## config.mk

```make
export PLATFORM = sky130hd
export DESIGN_NAME = div_share_ctrl_flat
export DESIGN_NICKNAME = d
export VERILOG_FILES = /design/src/rtl/div_share_ctrl_if.sv /design/src/rtl/div_share_ctrl.sv /design/src/flat_wrapper.sv
export SDC_FILE = /design/constraint.sdc
export NUM_CORES = 1
export LEC_CHECK = 0
export CAP_MARGIN = 20
export CORE_AREA = 5 5 180 182
export DETAILED_ROUTE_END_ITERATION = 10
export DIE_AREA = 0 0 185 187
export PLACE_DENSITY_LB_ADDON = 0.3
export SLEW_MARGIN = 15
export SYNTH_ARGS = -nofsm -noshare
export SYNTH_HDL_FRONTEND = slang
export SYNTH_SLANG_ARGS = --single-unit
export TNS_END_PERCENT = 10
```

## constraint.sdc

```tcl
create_clock -name clk -period 4 [get_ports clk]
set_clock_uncertainty 0.05 [all_clocks]
set_input_delay 1.2 -clock clk [delete_from_list [all_inputs] [get_ports clk]]
set_output_delay 1.2 -clock clk [all_outputs]
set_load 0.005 [all_outputs]
```

## src/rtl/div_share_ctrl_if.sv

```systemverilog
// div_share_ctrl_if
//   Bundles every non-clock signal of the divider-sharing controller:
//   the NREQ requester channels (valid/ready plus packed operands), the
//   single tagged response channel, and the start/busy/valid/dbz link to
//   the shared iterative divider.
//   Modports:
//     slave  - used by div_share_ctrl (consumes requests, drives divider)
//     master - used by the environment (requesters, response sink, divider)
interface div_share_ctrl_if #(
  parameter int WIDTH = 32,
  parameter int NREQ  = 4,
  parameter int IDW   = $clog2(NREQ)
);
  // requester side
  logic [NREQ-1:0]       req_valid;
  logic [NREQ-1:0]       req_ready;
  logic [NREQ*WIDTH-1:0] req_x;
  logic [NREQ*WIDTH-1:0] req_y;
  // response side
  logic                  rsp_valid;
  logic                  rsp_ready;
  logic [IDW-1:0]        rsp_id;
  logic [WIDTH-1:0]      rsp_q;
  logic [WIDTH-1:0]      rsp_r;
  logic                  rsp_dbz;
  logic                  rsp_err;
  // divider side
  logic                  div_start;
  logic [WIDTH-1:0]      div_x;
  logic [WIDTH-1:0]      div_y;
  logic                  div_busy;
  logic                  div_valid;
  logic                  div_dbz;
  logic [WIDTH-1:0]      div_q;
  logic [WIDTH-1:0]      div_r;

  modport slave (
    input  req_valid, req_x, req_y, rsp_ready,
    input  div_busy, div_valid, div_dbz, div_q, div_r,
    output req_ready, rsp_valid, rsp_id, rsp_q, rsp_r, rsp_dbz, rsp_err,
    output div_start, div_x, div_y
  );

  modport master (
    output req_valid, req_x, req_y, rsp_ready,
    output div_busy, div_valid, div_dbz, div_q, div_r,
    input  req_ready, rsp_valid, rsp_id, rsp_q, rsp_r, rsp_dbz, rsp_err,
    input  div_start, div_x, div_y
  );
endinterface

```

## src/rtl/div_share_ctrl.sv

```systemverilog
// div_share_ctrl
//   Shares one iterative WIDTH-bit divider among NREQ requesters.
//   A round-robin arbiter picks one requester while the controller is idle
//   and the divider is not busy, latches its operands, pulses div_start,
//   then follows either the divider's early-out path (busy never rises) or
//   its iterative path (valid after the busy phase). The tagged result is
//   held on the response channel until accepted. A watchdog aborts the
//   wait if the divider never finishes and reports rsp_err.
//   Ports:
//     clk   - clock, all state changes on the rising edge
//     rst_n - asynchronous active-low reset
//     bus   - div_share_ctrl_if.slave: requester, response and divider links
module div_share_ctrl #(
  parameter int WIDTH   = 32,
  parameter int NREQ    = 4,
  parameter int IDW     = $clog2(NREQ),
  parameter int TIMEOUT = WIDTH + 8
) (
  input  logic            clk,
  input  logic            rst_n,
  div_share_ctrl_if.slave bus
);

  localparam int WDW = $clog2(TIMEOUT + 1);

  typedef enum logic [2:0] {IDLE, ISSUE, CHECK, WAIT, RESP} state_t;

  state_t           state_reg, state_next;
  logic [IDW-1:0]   ptr_reg,   ptr_next;
  logic [IDW-1:0]   id_reg,    id_next;
  logic [WDW-1:0]   wd_reg,    wd_next;
  logic [WIDTH-1:0] x_reg,     x_next;
  logic [WIDTH-1:0] y_reg,     y_next;
  logic [WIDTH-1:0] q_reg,     q_next;
  logic [WIDTH-1:0] r_reg,     r_next;
  logic             dbz_reg,   dbz_next;
  logic             err_reg,   err_next;

  // Unpack the flat operand buses into per-requester words.
  logic [WIDTH-1:0] op_x [NREQ];
  logic [WIDTH-1:0] op_y [NREQ];

  generate
    for (genvar gi = 0; gi < NREQ; gi++) begin : g_unpack
      assign op_x[gi] = bus.req_x[gi*WIDTH +: WIDTH];
      assign op_y[gi] = bus.req_y[gi*WIDTH +: WIDTH];
    end
  endgenerate

  // Round-robin search: first valid requester at or above ptr_reg,
  // wrapping at NREQ-1. cand is one bit wider so the wrap also works
  // when NREQ is not a power of two.
  logic           grant_found;
  logic [IDW-1:0] grant_idx;
  logic [IDW:0]   cand;

  always_comb begin
    grant_found = 1'b0;
    grant_idx   = ptr_reg;
    cand        = '0;
    for (int i = 0; i < NREQ; i++) begin
      cand = {1'b0, ptr_reg} + (IDW+1)'(i);
      if (cand >= (IDW+1)'(NREQ)) begin
        cand = cand - (IDW+1)'(NREQ);
      end
      if (!grant_found && bus.req_valid[cand[IDW-1:0]]) begin
        grant_found = 1'b1;
        grant_idx   = cand[IDW-1:0];
      end
    end
  end

  // A grant is only possible from IDLE with the divider quiet; this also
  // covers a reset that arrived while a division was still running.
  logic grant_fire;
  assign grant_fire = (state_reg == IDLE) && !bus.div_busy && grant_found;

  always_comb begin
    state_next = state_reg;
    ptr_next   = ptr_reg;
    id_next    = id_reg;
    wd_next    = wd_reg;
    x_next     = x_reg;
    y_next     = y_reg;
    q_next     = q_reg;
    r_next     = r_reg;
    dbz_next   = dbz_reg;
    err_next   = err_reg;

    case (state_reg)
      IDLE: begin
        if (grant_fire) begin
          x_next     = op_x[grant_idx];
          y_next     = op_y[grant_idx];
          id_next    = grant_idx;
          ptr_next   = (grant_idx == IDW'(NREQ-1)) ? '0 : grant_idx + 1'b1;
          state_next = ISSUE;
        end
      end

      ISSUE: begin
        state_next = CHECK;
      end

      // The divider's outputs now reflect the start edge: busy low means
      // it took an early-out and the result is already on div_q/div_r.
      CHECK: begin
        if (!bus.div_busy) begin
          q_next     = bus.div_q;
          r_next     = bus.div_r;
          dbz_next   = bus.div_dbz;
          err_next   = 1'b0;
          state_next = RESP;
        end else begin
          wd_next    = '0;
          state_next = WAIT;
        end
      end

      // A completed result wins over a watchdog expiry in the same cycle.
      WAIT: begin
        wd_next = wd_reg + 1'b1;
        if (bus.div_valid && !bus.div_busy) begin
          q_next     = bus.div_q;
          r_next     = bus.div_r;
          dbz_next   = 1'b0;
          err_next   = 1'b0;
          state_next = RESP;
        end else if (wd_reg == WDW'(TIMEOUT-1)) begin
          q_next     = '0;
          r_next     = '0;
          dbz_next   = 1'b0;
          err_next   = 1'b1;
          state_next = RESP;
        end
      end

      RESP: begin
        if (bus.rsp_ready) begin
          err_next   = 1'b0;
          state_next = IDLE;
        end
      end

      default: begin
        state_next = IDLE;
      end
    endcase
  end

  always_ff @(posedge clk or negedge rst_n) begin
    if (!rst_n) begin
      state_reg <= IDLE;
      ptr_reg   <= '0;
      id_reg    <= '0;
      wd_reg    <= '0;
      x_reg     <= '0;
      y_reg     <= '0;
      q_reg     <= '0;
      r_reg     <= '0;
      dbz_reg   <= 1'b0;
      err_reg   <= 1'b0;
    end else begin
      state_reg <= state_next;
      ptr_reg   <= ptr_next;
      id_reg    <= id_next;
      wd_reg    <= wd_next;
      x_reg     <= x_next;
      y_reg     <= y_next;
      q_reg     <= q_next;
      r_reg     <= r_next;
      dbz_reg   <= dbz_next;
      err_reg   <= err_next;
    end
  end

  assign bus.req_ready = grant_fire ? (NREQ'(1) << grant_idx) : '0;
  assign bus.div_start = (state_reg == ISSUE);
  assign bus.div_x     = x_reg;
  assign bus.div_y     = y_reg;
  assign bus.rsp_valid = (state_reg == RESP);
  assign bus.rsp_id    = id_reg;
  assign bus.rsp_q     = q_reg;
  assign bus.rsp_r     = r_reg;
  assign bus.rsp_dbz   = dbz_reg;
  assign bus.rsp_err   = err_reg;

endmodule

```

## src/flat_wrapper.sv

```systemverilog
// flat-port wrapper written by rule: the top's interface ports become plain ports
module div_share_ctrl_flat 
#(
  parameter int WIDTH   = 32,
  parameter int NREQ    = 4,
  parameter int IDW     = $clog2(NREQ),
  parameter int TIMEOUT = WIDTH + 8
)
  (clk, rst_n, bus_req_valid, bus_req_x, bus_req_y, bus_rsp_ready, bus_div_busy, bus_div_valid, bus_div_dbz, bus_div_q, bus_div_r, bus_req_ready, bus_rsp_valid, bus_rsp_id, bus_rsp_q, bus_rsp_r, bus_rsp_dbz, bus_rsp_err, bus_div_start, bus_div_x, bus_div_y);
  div_share_ctrl_if #(.WIDTH(WIDTH), .NREQ(NREQ), .IDW(IDW)) bus_i ();
  input  logic clk;
  input  logic rst_n;
  input wire logic [$bits(bus_i.req_valid)-1:0] bus_req_valid;
  input wire logic [$bits(bus_i.req_x)-1:0] bus_req_x;
  input wire logic [$bits(bus_i.req_y)-1:0] bus_req_y;
  input wire logic [$bits(bus_i.rsp_ready)-1:0] bus_rsp_ready;
  input wire logic [$bits(bus_i.div_busy)-1:0] bus_div_busy;
  input wire logic [$bits(bus_i.div_valid)-1:0] bus_div_valid;
  input wire logic [$bits(bus_i.div_dbz)-1:0] bus_div_dbz;
  input wire logic [$bits(bus_i.div_q)-1:0] bus_div_q;
  input wire logic [$bits(bus_i.div_r)-1:0] bus_div_r;
  output wire logic [$bits(bus_i.req_ready)-1:0] bus_req_ready;
  output wire logic [$bits(bus_i.rsp_valid)-1:0] bus_rsp_valid;
  output wire logic [$bits(bus_i.rsp_id)-1:0] bus_rsp_id;
  output wire logic [$bits(bus_i.rsp_q)-1:0] bus_rsp_q;
  output wire logic [$bits(bus_i.rsp_r)-1:0] bus_rsp_r;
  output wire logic [$bits(bus_i.rsp_dbz)-1:0] bus_rsp_dbz;
  output wire logic [$bits(bus_i.rsp_err)-1:0] bus_rsp_err;
  output wire logic [$bits(bus_i.div_start)-1:0] bus_div_start;
  output wire logic [$bits(bus_i.div_x)-1:0] bus_div_x;
  output wire logic [$bits(bus_i.div_y)-1:0] bus_div_y;
  assign bus_i.req_valid = bus_req_valid;
  assign bus_i.req_x = bus_req_x;
  assign bus_i.req_y = bus_req_y;
  assign bus_i.rsp_ready = bus_rsp_ready;
  assign bus_i.div_busy = bus_div_busy;
  assign bus_i.div_valid = bus_div_valid;
  assign bus_i.div_dbz = bus_div_dbz;
  assign bus_i.div_q = bus_div_q;
  assign bus_i.div_r = bus_div_r;
  assign bus_req_ready = bus_i.req_ready;
  assign bus_rsp_valid = bus_i.rsp_valid;
  assign bus_rsp_id = bus_i.rsp_id;
  assign bus_rsp_q = bus_i.rsp_q;
  assign bus_rsp_r = bus_i.rsp_r;
  assign bus_rsp_dbz = bus_i.rsp_dbz;
  assign bus_rsp_err = bus_i.rsp_err;
  assign bus_div_start = bus_i.div_start;
  assign bus_div_x = bus_i.div_x;
  assign bus_div_y = bus_i.div_y;
  div_share_ctrl #(.WIDTH(WIDTH), .NREQ(NREQ), .IDW(IDW), .TIMEOUT(TIMEOUT)) u_core (.clk(clk), .rst_n(rst_n), .bus(bus_i));
endmodule
```

==> results of run 1 <==
cell type report:
type | count | area [um2]
Multi-Input combinational cell | 398 | 3216
Clock buffer | 17 | 425.4
Inverter | 5 | 18.77
Fill cell | 2990 | 17610
Timing Repair Buffer | 492 | 4932
Sequential cell | 143 | 3578
Tap cell | 396 | 495.5
Clock inverter | 14 | 143.9
Antenna cell | 2 | 5.005
worst paths after layout:
| path | startpoint | end | cells after the start |
|---|---|---|---|
| worst max register to register | u_core.ptr_reg[1]$_DFFE_PN0P_ | u_core.bus.div_y[4]$_DFFE_PN0P_ | 8 |
| worst max-delay path | bus_req_valid[2] | bus_req_ready[2] | 9 |
| worst min-delay path | u_core.bus.div_x[14]$_DFFE_PN0P_ | u_core.bus.div_x[14]$_DFFE_PN0P_ | 2 |
| min in group asynchronous | rst_n | u_core.bus.rsp_q[11]$_DFFE_PN0P_ | 1 |
| worst min register to register | u_core.bus.div_x[14]$_DFFE_PN0P_ | u_core.bus.div_x[14]$_DFFE_PN0P_ | 2 |
| max in group asynchronous | rst_n | u_core.bus.div_y[25]$_DFFE_PN0P_ | 2 |
worst max-delay path, cell delays in order:
cell,delay [ns]
sky130_fd_sc_hd__dlygate4sd2_1,0.25
sky130_fd_sc_hd__buf_6,0.13
sky130_fd_sc_hd__nor2b_4,0.13
sky130_fd_sc_hd__o21ai_2,0.15
sky130_fd_sc_hd__o221ai_2,0.13
sky130_fd_sc_hd__buf_4,0.16
sky130_fd_sc_hd__ha_1,0.17
sky130_fd_sc_hd__and2_1,0.13
sky130_fd_sc_hd__dlygate4sd2_1,0.26
report_power, final:
group	switching (W)	internal, W
combinational	0.00162	0.00235
sequential	0.000444	0.00212
clock	0.000718	0.000877
what timing repair did:
action	CTS	global route
resized for setup	14	7
setup endpoints to repair	4	4
setup buffers	5	1
endpoints found under the hold margin	0	0
pin swaps	2	2
cells in the mapped netlist:
master	instances
sky130_fd_sc_hd__a211o_1	1
sky130_fd_sc_hd__a21boi_0	1
sky130_fd_sc_hd__a21o_1	2
sky130_fd_sc_hd__a21oi_1	1
sky130_fd_sc_hd__a22o_1	69
sky130_fd_sc_hd__a22oi_1	1
sky130_fd_sc_hd__a2bb2oi_1	1
sky130_fd_sc_hd__and2_1	6
sky130_fd_sc_hd__buf_1	4
sky130_fd_sc_hd__buf_2	12
sky130_fd_sc_hd__buf_4	1
sky130_fd_sc_hd__buf_6	16
sky130_fd_sc_hd__clkbuf_1	17
sky130_fd_sc_hd__dfrtp_1	143
sky130_fd_sc_hd__ha_1	5
sky130_fd_sc_hd__inv_1	5
sky130_fd_sc_hd__mux2i_1	129
sky130_fd_sc_hd__nand2_1	82
sky130_fd_sc_hd__nand2_2	1
sky130_fd_sc_hd__nand2b_1	4
sky130_fd_sc_hd__nand3_1	3
sky130_fd_sc_hd__nand3b_1	1
sky130_fd_sc_hd__nand4b_1	2
sky130_fd_sc_hd__nor2_1	2
sky130_fd_sc_hd__nor2b_1	3
sky130_fd_sc_hd__nor2b_2	1
sky130_fd_sc_hd__nor3_1	2
sky130_fd_sc_hd__nor3b_1	1
sky130_fd_sc_hd__nor4_2	1
sky130_fd_sc_hd__o2111ai_1	1
sky130_fd_sc_hd__o21a_1	1
sky130_fd_sc_hd__o21ai_0	4
sky130_fd_sc_hd__o21ai_1	4
sky130_fd_sc_hd__o221ai_1	64
sky130_fd_sc_hd__o221ai_2	1
sky130_fd_sc_hd__o41a_2	1
sky130_fd_sc_hd__o41ai_2	1
sky130_fd_sc_hd__or3_1	1
sky130_fd_sc_hd__or4_1	1
logic make-up after synthesis:
family | count (synthesis) | share of synthesized area
buffers and inverters | 55 | 0.04870
AOI/OAI and AO/OA | 153 | 0.1858
and+or+nand+nor | 111 | 0.06988
muxes | 129 | 0.1821
DFF | 143 | 0.5047
adders and majority gates | 5 | 0.008823
metal layers:
layer  routed length [um]  share of wire  vias up
met1                11800           0.38     3318
met4                  352          0.011        4
met5                   25        0.00081        -
met3                 3081          0.099       20
met2                15710           0.51      323
li1                     -              -     3206
metrics by stage:
step                      worst slack [ns]  instances  hold WS [ns]    util
after global placement             -0.3923       1428        0.4062  0.4003
after CTS                         0.003751       1464        0.4388  0.4205
after detailed placement           -0.4677       1428        0.4225  0.4003
after floorplan                     0.2897        596        0.4128       -
final                              0.05049       1467        0.4356  0.4211
after global routing              -0.02459       1467        0.4615  0.4211
==> metrics.md, run 1 <==
| Metric | Value |
|---|---|
| Clock input transition at the sequential cells of the worst setup and hold paths | approximately 0.060 ns |
| GR met3 Demand/Resource | 0.06515 |
| Total Power | 0.008129 W |
| Routed vias/inst | 4.684 |
| Number of slew-limit violations in the final report | 0 |
| Seq/Total Area, Yosys | 0.5047 |
| Core region area | 30430 um2 |
| Global-route wire length before repair | 45350 um |
| Number of cells produced by synthesis | 596 |
| Slew @ Worst Pin | ~1.1 ns |
| Synth top area share | 0.5047 |
| Count of endpoints failing hold in the final timing report | 0 |
| TritonCTS clock tree | built |
| Area of the mapped netlist | 7091 um2 |
| Most frequent standard cell in the layout excluding fill and tap cells | sky130_fd_sc_hd__clkdlybuf4s50_1 |
| # rows | between 60 and 70 |
| Max transition margin | 0.2683 |
| Pin count of the biggest net entering global routing | 121 |
| Effective utilization at floorplan | 0.2330 |
| Via count of the first global-routing pass | approximately 7400 |
| Post-layout instance area | 12810 um2 |
| Setup-failing EPs final | 0 |
| Met2 layer usage reported by global route | 0.3038 |
| Count of routing violations after the opening detailed-route iteration | 340 |
| DPL Wire Length | roughly 23000 um |
| Status | finished clean |
| Count of input and output buffers | between 400 and 500 |
| Wirelength per Cell | 21.11 um |
| Endpoint kind of the worst setup timing path | output port |
| Number of detailed-routing iterations run before antenna repair | 4 |
| Worst setup path class | input pin to output port |
| Total nets after synthesis | 931 |
| Floorplan die height | 187 um |
| Root buffer selected by CTS | sky130_fd_sc_hd__clkbuf_16 |
| Average size of a mapped cell | 11.90 um2 |
| Nature of the critical path startpoint | input pin |
| Peak VDD IR | 0.0002921 V |
| Syn. warnings | 0 |
| Via count of the routed design | 6871 |
| DIE AREA | between 30000 and 40000 um2 |
| Hold-fix buffers, CTS | 0 |
| # H-tree levels | 4 |
| Required time of the critical path | 2.75 ns |
| Overall overflow remaining after global route | 0 |
| Signed area change from the synthesized netlist to the final layout | 80.73% |
| Clock net sink count | around 140 |
| Dpl cell area | 12180 um2 |
| Number of top-level pins | 468 |
| Final period demand of the worst path | 3.950 ns |
| Maximum root-to-sink buffer count | 2 |
| Synth top area cells | sky130_fd_sc_hd__dfrtp_1, sky130_fd_sc_hd__mux2i_1, sky130_fd_sc_hd__a22o_1 |
| Worst min-delay path class | flip-flop to flip-flop |
| Total Wirelength | 30980 um |
| Data arrival at the endpoint of the critical path | between 2 and 3 ns |
| TritonCTS buffer count | 17 |
| Overall Global Routing Usage | 0.1703 |
| Number of unique standard cell types used by synthesis | 39 |
| Initial antenna violation count | 4 |
| Leakage component of the power | 5.574 nW |
| Die width | 185 um |
| Final Net Count | around 1400 |
| Peak Freq | between 200 and 300 MHz |
| Share of layout cells above drive strength 1 | 0.06922 |
| Commonest non-fill, non-tap cells in the layout | sky130_fd_sc_hd__clkdlybuf4s50_1, sky130_fd_sc_hd__dfrtp_1, sky130_fd_sc_hd__mux2i_1 |
| Clock latency on the worst-skew pair | approximately 0.42 ns |
| Final weighted congestion in routability-driven placement | 0.7921 |
| DRC errors left | 0 |
| Max Cap Viol | 0 |
| Share of the cycle needed by the critical path after routing | 0.9874 |
| Slack of the worst reg-to-reg path | between 1 and 1.5 ns |
| Cell type with the largest total area after synthesis | sky130_fd_sc_hd__dfrtp_1 |
| Routing usage on met1 | 0.1912 |
| Remaining number of nets flagged by the antenna check after routing | 0 |
| Maximum fanout along the worst path | 4 |
| Layer with the highest usage | met2 |
| Setup tns final | 0 ns |
| Power density relative to cell area | 634.3 nW/um2 |
| Flop and latch count out of synthesis | 143 |
Note: power is estimated with default switching activity, not from simulation.
==> run 2, diff against run 1 <==
Settings changed: PLACE_DENSITY set to 0.63, PLACE_DENSITY_LB_ADDON 0.3 to not set.
==> run 2 against run 1 <==
Largest cell class unchanged. Cell area increased by 0.71%. Clock power about the same. Setup slack improved by 0.039 ns. Critical path depth decreased by 2. Via count decreased by 0.16%. Utilization increased by 0.30 points. Sequential share of layout area decreased by 0.20 points. Largest power group unchanged.
==> metrics.md, run 2 (synthesis gave the netlist of run 1 again) <==
| Metric | Value |
|---|---|
| Root buffer selected by CTS | sky130_fd_sc_hd__clkbuf_16 |
| Filler instances | 2949 |
| Maximum fanout along the worst path | 5 |
| Number of top-level pins | between 400 and 500 |
| Worst setup path class | input pin to output port |
| DIE AREA | 34600 um2 |
| Wirelength per Cell | approximately 21 um |
| Pin count of the biggest net entering global routing | 78 |
| Final Net Count | 1398 |
| Effective utilization at floorplan | 0.2330 |
| # rows | 64 |
| Global-route wire length before repair | 45310 um |
| Count of endpoints failing hold in the final timing report | 0 |
| Leakage component of the power | 5.619 nW |
| Max Cap Viol | 0 |
| TritonCTS clock tree | built |
| Number of detailed-routing iterations run before antenna repair | 7 |
| Worst reg2reg path depth | 7 |
| Peak VDD IR | 0.0002843 V |
| Power density relative to cell area | 627.6 nW/um2 |
| Count of routing violations after the opening detailed-route iteration | 258 |
| Clock net sink count | 143 |
| Number of stages on the worst hold path | 2 |
| Number of instances in the placed design | 1435 |
| Post-route setup slack | roughly 0.09 ns |
| Share of the cycle needed by the critical path after routing | 0.9777 |
| Overall Global Routing Usage | 0.1703 |
| Setup-failing EPs final | 0 |
| Unrepaired setup endpoints after global routing | no |
| Floorplan die height | 187 um |
| Status | finished clean |
| Total Wirelength | 30640 um |
| Worst setup timing slack at the placement stage | -0.3866 ns |
| Worst min-delay path class | flip-flop to flip-flop |
| Via count of the first global-routing pass | 7621 |
| Slew @ Worst Pin | 0.7554 ns |
| Nature of the critical path startpoint | input pin |
| Initial antenna violation count | 6 |
| Share of layout cells above drive strength 1 | 0.07156 |
| Count of placed standard cells in the final layout, fillers left out | 1472 |
| TritonCTS buffer count | 17 |
| Max transition margin | 0.4947 |
| Most frequent standard cell in the layout excluding fill and tap cells | sky130_fd_sc_hd__clkdlybuf4s50_1 |
| Commonest non-fill, non-tap cells in the layout | sky130_fd_sc_hd__clkdlybuf4s50_1, sky130_fd_sc_hd__dfrtp_1, sky130_fd_sc_hd__mux2i_1 |
| Required time of the critical path | between 2 and 3 ns |
| Overall overflow remaining after global route | 0 |
| Number of slew-limit violations in the final report | 0 |
| Endpoint kind of the worst setup timing path | output port |
| Count of input and output buffers | roughly 470 |
| Peak Freq | roughly 260 MHz |
| # H-tree levels | 4 |
| DRC errors left | 0 |
| Core region area | 30430 um2 |
| Die width | ~190 um |
| Routed vias/inst | 4.660 |
| DPL Wire Length | 24080 um |
| Signed area change from the synthesized netlist to the final layout | 82.02% |
| Via count of the routed design | 6860 |
| Clock latency on the worst-skew pair | between 0.4 and 0.5 ns |
| Clock input transition at the sequential cells of the worst setup and hold paths | 0.06 ns |
| Antenna diode count | 0 |
| Final weighted congestion in routability-driven placement | 0.7654 |
| Data arrival at the endpoint of the critical path | 2.66 ns |
| Maximum root-to-sink buffer count | 2 |
| Final period demand of the worst path | 3.911 ns |
| Remaining number of nets flagged by the antenna check after routing | 0 |
-- run 2: cell count changes in the layout (fill, tap and decap cells not counted), moves of 2 or more --
cell	delta
sky130_fd_sc_hd__buf_12	+3
sky130_fd_sc_hd__buf_4	+3
sky130_fd_sc_hd__inv_6	-3
sky130_fd_sc_hd__clkbuf_1	+2
sky130_fd_sc_hd__clkdlybuf4s15_1	+2
sky130_fd_sc_hd__clkinv_4	+2
sky130_fd_sc_hd__diode_2	-2
-- run 2: power breakdown --
part | internal, W | switching, W | leakage (nW)
clock network | 0.000892 | 0.000694 | 0.272
registers | 0.00212 | 0.000422 | 1.79
logic | 0.00238 | 0.00159 | 3.56
total | 0.00539 | 0.00271 | 5.62
-- run 2: through the flow --
step / TNS, ns / power (W) / hold slack, ns / utilization / cell area, um2
2_1_floorplan: 0 / 0.004348 / 0.4128 / - / 7091
3_3_place_gp: -1.195 / 0.006531 / 0.4015 / 0.4032 / 12270
3_5_place_dp: -1.461 / 0.006567 / 0.4170 / 0.4032 / 12270
4_1_cts: 0 / 0.008227 / 0.4398 / 0.4233 / 12880
5_1_grt: 0 / 0.008646 / 0.4573 / 0.4241 / 12910
6_report: 0 / 0.008100 / 0.4339 / 0.4241 / 12910
-- run 2: repair_timing --
item,CTS,global route
endpoints found under the setup margin,4,3
buffers inserted,3,2
pin swaps,3,2
resized for setup,13,5
hold buffers,0,0
-- run 2: cell type report --
cell class / count / area, um2 / area share
clock inverters: 12 / 127.6 / 0.009889
repair buffers: 498 / 5025 / 0.3893
clock buffers: 20 / 446.7 / 0.03461
inverters: 5 / 18.77 / 0.001454
multi-input cells: 398 / 3214 / 0.2491
well taps: 396 / 495.5 / 0.03839
flip-flops and latches: 143 / 3578 / 0.2773
-- run 2: layer usage --
metal	up-vias	GRT usage	wire [um]
met5	-	0	49
met4	8	0.03388	295
met3	25	0.08051	3592
met2	328	0.3023	15540
met1	3288	0.1855	11160
li1	3211	-	-
-- run 2: worst paths after layout --
kind / endpoint / startpoint / slack [ns]
setup reg to reg: u_core.bus.div_x[13]$_DFFE_PN0P_ / u_core.ptr_reg[1]$_DFFE_PN0P_ / 1.30
min in group asynchronous: u_core.bus.rsp_r[28]$_DFFE_PN0P_ / rst_n / 0.67
hold / removal: u_core.bus.div_y[12]$_DFFE_PN0P_ / u_core.bus.div_y[12]$_DFFE_PN0P_ / 0.43
hold reg to reg: u_core.bus.div_y[12]$_DFFE_PN0P_ / u_core.bus.div_y[12]$_DFFE_PN0P_ / 0.43
setup / recovery: bus_req_ready[3] / bus_req_valid[2] / 0.09
max in group asynchronous: u_core.bus.rsp_r[20]$_DFFE_PN0P_ / rst_n / 2.32
-- run 2: critical path, cell delays in order --
cell                            delay (ns)
sky130_fd_sc_hd__dlygate4sd2_1        0.26
sky130_fd_sc_hd__or3_1                0.37
sky130_fd_sc_hd__nand4b_1             0.17
sky130_fd_sc_hd__nand2_4              0.09
sky130_fd_sc_hd__ha_1                 0.20
sky130_fd_sc_hd__and2_1               0.12
sky130_fd_sc_hd__dlygate4sd2_1        0.26
